$ cat src/rtl/cnn_row_feeder.sv
// Frame sequencer: streams one IMG_H x IMG_W frame from a sync-read buffer into the cnn row by row.
// Latency: each pixel lands on o_data 2 cycles after its read strobe (RAM 1 + output register 1).
// Backpressure: after the prefill rows, each further row is released by one i_intr rising edge (max one held credit).
//
// Ports:
//   axi_clk, axi_rst            clock, synchronous active-high reset
//   i_start / o_busy / o_done   frame start (IDLE only), busy outside IDLE, 1-cycle completion pulse
//   o_mem_rd_en/_addr, i_mem_rd_data   frame-buffer read port, data valid 1 cycle after the strobe
//   o_data_valid / o_data       pixel stream to the cnn
//   i_intr                      cnn row-request, rising-edge sensitive
//   i_res_valid                 one cnn result beat
//   o_row_idx                   logical rows issued so far
module cnn_row_feeder #(
  parameter int IMG_W        = 28,
  parameter int IMG_H        = 28,
  parameter int PREFILL_ROWS = 4,
  parameter int PIX_W        = 8,
  parameter int ADDR_W       = 10,
  parameter int RES_COUNT    = 196,
  parameter int FLIP_ROWS    = 1
) (
  input  logic              axi_clk,
  input  logic              axi_rst,
  input  logic              i_start,
  output logic              o_busy,
  output logic              o_done,
  output logic              o_mem_rd_en,
  output logic [ADDR_W-1:0] o_mem_rd_addr,
  input  logic [PIX_W-1:0]  i_mem_rd_data,
  output logic              o_data_valid,
  output logic [PIX_W-1:0]  o_data,
  input  logic              i_intr,
  input  logic              i_res_valid,
  output logic [4:0]        o_row_idx
);

  localparam int COL_W = (IMG_W > 1) ? $clog2(IMG_W) : 1;
  localparam int RES_W = $clog2(RES_COUNT + 1);

  localparam logic [COL_W-1:0] COL_LAST = COL_W'(IMG_W - 1);
  localparam logic [4:0]       ROWS     = 5'(IMG_H);
  // Prefill never asks for more rows than the frame holds.
  localparam logic [4:0]       PRE_TGT  = (PREFILL_ROWS >= IMG_H) ? 5'(IMG_H) : 5'(PREFILL_ROWS);
  localparam logic [RES_W-1:0] RES_MAX  = RES_W'(RES_COUNT);

  typedef enum logic [2:0] {
    S_IDLE,
    S_FILL,
    S_GAP,
    S_WAIT,
    S_DRAIN,
    S_DONE
  } state_t;

  state_t           state, state_n;
  logic [4:0]       row, row_n;
  logic [COL_W-1:0] col, col_n;
  logic [4:0]       tgt, tgt_n;
  logic [RES_W-1:0] res_cnt;
  logic             intr_q;
  logic             intr_pend;
  logic             intr_rise;
  logic             consume;
  logic             rd_en;
  logic             rd_vld_q;
  logic [4:0]       row_inc;
  logic [ADDR_W-1:0] srow;

  assign intr_rise = i_intr & ~intr_q;
  assign row_inc   = row + 5'd1;

  always_ff @(posedge axi_clk) begin
    if (axi_rst) begin
      state <= S_IDLE;
      row   <= '0;
      col   <= '0;
      tgt   <= '0;
    end else begin
      state <= state_n;
      row   <= row_n;
      col   <= col_n;
      tgt   <= tgt_n;
    end
  end

  always_comb begin
    state_n = state;
    row_n   = row;
    col_n   = col;
    tgt_n   = tgt;
    rd_en   = 1'b0;
    consume = 1'b0;
    case (state)
      S_IDLE: begin
        if (i_start) begin
          state_n = S_FILL;
          row_n   = '0;
          col_n   = '0;
          tgt_n   = PRE_TGT;
        end
      end
      S_FILL: begin
        rd_en = 1'b1;
        if (col == COL_LAST) begin
          col_n = '0;
          row_n = row_inc;
          if (row_inc == tgt) state_n = S_GAP;
        end else begin
          col_n = col + COL_W'(1);
        end
      end
      S_GAP: begin
        // A credit already held when the burst ends releases the next row
        // right after this idle cycle instead of spending a cycle in WAIT.
        if (row >= ROWS) begin
          state_n = S_DRAIN;
        end else if (intr_pend) begin
          consume = 1'b1;
          tgt_n   = row_inc;
          state_n = S_FILL;
        end else begin
          state_n = S_WAIT;
        end
      end
      S_WAIT: begin
        if (intr_pend) begin
          consume = 1'b1;
          tgt_n   = row_inc;
          state_n = S_FILL;
        end
      end
      S_DRAIN: begin
        if (res_cnt == RES_MAX) state_n = S_DONE;
      end
      S_DONE: begin
        state_n = S_IDLE;
      end
      default: begin
        state_n = S_IDLE;
      end
    endcase
  end

  // Row credit: a new edge outranks a same-cycle consume so it is not lost;
  // repeated edges while pending collapse into the single credit.
  always_ff @(posedge axi_clk) begin
    if (axi_rst) begin
      intr_q    <= 1'b0;
      intr_pend <= 1'b0;
    end else begin
      intr_q <= i_intr;
      if (state == S_IDLE || state_n == S_IDLE) intr_pend <= 1'b0;
      else if (intr_rise)                      intr_pend <= 1'b1;
      else if (consume)                        intr_pend <= 1'b0;
    end
  end

  // Result beats count only inside a frame and stop at the completion value.
  always_ff @(posedge axi_clk) begin
    if (axi_rst) begin
      res_cnt <= '0;
    end else if (state == S_IDLE) begin
      res_cnt <= '0;
    end else if (i_res_valid && res_cnt != RES_MAX) begin
      res_cnt <= res_cnt + RES_W'(1);
    end
  end

  // Valid tracks the read strobe through the RAM stage and the output register.
  always_ff @(posedge axi_clk) begin
    if (axi_rst) begin
      rd_vld_q     <= 1'b0;
      o_data_valid <= 1'b0;
      o_data       <= '0;
    end else begin
      rd_vld_q     <= rd_en;
      o_data_valid <= rd_vld_q;
      if (rd_vld_q) o_data <= i_mem_rd_data;
    end
  end

  assign srow = (FLIP_ROWS != 0) ? (ADDR_W'(IMG_H - 1) - ADDR_W'(row)) : ADDR_W'(row);

  assign o_mem_rd_en   = rd_en;
  assign o_mem_rd_addr = rd_en ? (srow * ADDR_W'(IMG_W) + ADDR_W'(col)) : '0;
  assign o_busy        = (state != S_IDLE);
  assign o_done        = (state == S_DONE);
  assign o_row_idx     = row;

endmodule

$ cat config.mk
export PLATFORM = sky130hd
export DESIGN_NAME = cnn_row_feeder
export DESIGN_NICKNAME = d
export VERILOG_FILES = /design/src/rtl/cnn_row_feeder.sv
export SDC_FILE = /design/constraint.sdc
export NUM_CORES = 1
export LEC_CHECK = 0
export ABC_AREA = 1
export CORE_ASPECT_RATIO = 1.25
export CORE_UTILIZATION = 49
export DETAILED_ROUTE_END_ITERATION = 8
export GPL_TIMING_DRIVEN = 0
export PLACE_DENSITY = 0.78
export SYNTH_ARGS = -nofsm -noshare
export SYNTH_HDL_FRONTEND = slang
export SYNTH_SLANG_ARGS = --single-unit
$ cat constraint.sdc
create_clock -name axi_clk -period 2.7 [get_ports axi_clk]
set_input_delay 0.405 -clock axi_clk [delete_from_list [all_inputs] [get_ports axi_clk]]
set_output_delay 0.405 -clock axi_clk [all_outputs]
set_load 0.01 [all_outputs]
==> results.ini <==
[global_routing]
grt_max_degree=12
antenna_found_initial=0
grt_pass1_vias=2381
track_usage=0.2247
grt_pass1_wl_um=9522
grt_overflow=0

[drt]
wl_um=5734
dr.pass1.iters=4
vias=2484
wl_per_cell_um=11.73
final_antenna_net_count=0
vias_per_cell=5.080
first_iter_violations=83
drc=0

[setup_path]
ff2ff_path_depth=11
critPathKind=register to output port
critPathCaptureType=output port
cp_max_fo=4
r2r-end=state[0]$_SDFF_PP0_
cpPeakStageDelay_ps=560
crit_buf_inv=2
r2r_slack_ps=1050
crit_family=adder cells
startpoint=o_row_idx[0]$_SDFFE_PP0P_
cp.arrival_ps=2560
r2r_start=o_row_idx[0]$_SDFFE_PP0P_
cp.required_ps=2300
cpMaxStageDelayCell=fa_2
cp-start-kind=register
path_cells=inv_6 -> fa_1 -> ha_2 -> fa_2 -> a21boi_4 -> nand2_1 -> nor2_2 -> nand2_1 -> nand2_1 -> nor2_1 -> buf_2
crit_top_cell=nand2_1

[finish]
nets=462
antenna_cells=0
fin_util=0.6835
instances_no_fill=489
layout_common_cells=nand2_1, nor2_1, inv_1
final_common_cell=nand2_1
area_delta_synth_final_pct=31.79
drive_gt1_frac=0.2098

[worst_hold_path]
worstHoldStart=tgt[4]$_SDFFE_PP0P_
hold_end=tgt[4]$_SDFFE_PP0P_
min_path_type=register to register
worstHoldPathCells=2

[sta]
worst_slack_ps=-263.0
finalHoldViolations=0
slew_viol_final=0
setup_violations=5
rsz0062_at_grt=true
fin_tns_setup_ps=-944.3
skew_ps=7.446
worst_slew_pin_slew_ps=483.5
maxSlewHeadroom=0.6776
layout_min_cycle_time_ps=2963
fmax_mhz=337.5
min_period_over_period=1.097

[clock_tree]
cts_hold_buf=0
path_clk_slew_ps=70
cts.sinks=38
clockRootBuffer=clkbuf_8
clockBufferDepth=2
htreeDepth=2
clock_latency_ps=290
cts_buffers=5
cts_tree=yes

[floorplanning]
initial_utilization=0.5186
num_rows=28
die_w_um=65.98
dieHeight_um=81.98
ios=40
dieArea_mm2=0.005409
coreArea_mm2=0.004835

[placed_design]
gp_congestion=0.8233
io_buffers=39
dp.cells=467
place_hpwl_um=4105
pre_cts_ws_ps=-607.7

[yosys]
synth_top_area_share=0.3034
synth_seq_cells=38
syn_area_mm2=0.002507
synth_fp_nets=401
yosys.area.top_type=dfxtp_1
synthArstFlopShare=0
yosysSeqAreaShare=0.3034
synth_cell_type_count=34
avgSynthCellArea_um2=6.814
synth_edf_count=0
synthTopCellsByArea=dfxtp_1, nand2_1, nor2_1
ys_warn_count=0
syn_inst=368
synth_ff_type=dfxtp_1

[status]
violations=setup timing
status=finished, violations left

[job]
cap_viol_max_count=0

[power]
ir_worst_vdd_uv=463.9
powerDensity_mw_per_mm2=554.4
leakagePower_nw=1.428

==> cell usage after synthesis, types with 2 or more instances <==
cell,count
ha_1,16
o21ai_1,19
clkinv_1,2
nor2_1,54
nor3_2,2
nor3_1,3
inv_2,13
xnor2_1,5
nand4_1,4
nand2_4,2
fa_1,4
xor2_1,3
nand2_1,69
nor2_4,2
nand2_2,4
a21oi_1,29
clkbuf_1,2
o21ai_0,14
dfxtp_1,38
nand3_1,27
inv_1,41
nor2_2,3
==> logic make-up (layout without fill, tap and decap cells) <==
logic type | Yosys count | in the layout | share of synthesized area
AND/OR/NAND/NOR | 173 | 173 | 0.3114
AO/OA/AOI/OAI | 68 | 68 | 0.1497
buffers and inverters | 61 | 122 | 0.09581
flip-flops | 38 | 38 | 0.3034
adder cells (fa/ha/maj) | 20 | 20 | 0.1118
XOR/XNOR | 8 | 8 | 0.02795
==> flip-flops by register name, indices dropped and copies added, names as in the netlist, 3 cells and up <==
signal and cells:
tgt 5, o_row_idx 5, res_cnt 8, state 3, o_data 8, col 5
==> report_power, final <==
| part | internal, mW | switching [mW] |
|---|---|---|
| clock | 0.173 | 0.199 |
| sequential | 0.594 | 0.0325 |
| combinational | 0.399 | 0.434 |
==> metrics by stage <==
stage                     power (mW)  area, um2  hold WS (ps)
after floorplan                1.105       2526         444.8
after global placement         1.306       2992         461.7
after detailed placement       1.317       2992         461.8
after CTS                      1.791       3228         474.5
after global routing           1.965       3304         510.3
final                          1.832       3304         476.1
==> timing repair <==
action | in CTS | in global routing
endpoints found under the setup margin | 7 | 7
gates resized for setup | 41 | 14
setup buffers | 11 | 4
cloned | 0 | 0
pin swaps | 9 | 3
==> per-layer routing <==
metal  up-vias  global-route usage  part of all wire
met5         -                   0                 0
met4         0              0.1000             0.025
met3        14             0.04306             0.044
met2        58              0.4347              0.51
met1      1106              0.2291              0.42
li1       1306                   -                 -
==> worst max-delay path by stage <==
stage	endpoint	slack [ps]	cells past startpoint
final	o_mem_rd_addr[8]	-260	11
after floorplan	o_mem_rd_addr[8]	-3	9
after global placement	o_mem_rd_addr[8]	-570	10
after CTS	o_mem_rd_addr[8]	-290	10
after detailed placement	o_mem_rd_addr[9]	-610	12
after global routing	o_mem_rd_addr[9]	-400	12
==> worst min-delay path, cell delays in order, from the launching register on <==
cell,delay (ps)
dfxtp_1,310
inv_1,60
a21oi_1,60
==> area by class of cell <==
class / count / area [um2]
repair buffers: 54 / 483.0
multi-input cells: 269 / 1645
fillers: 427 / 1530
inverters: 57 / 222.7
well taps: 60 / 75.07
clock buffers: 5 / 68.82
plain buffers: 4 / 26.28
clock inverters: 2 / 10.01
flip-flops and latches: 38 / 773.2
(Power assumes the default switching activity.)
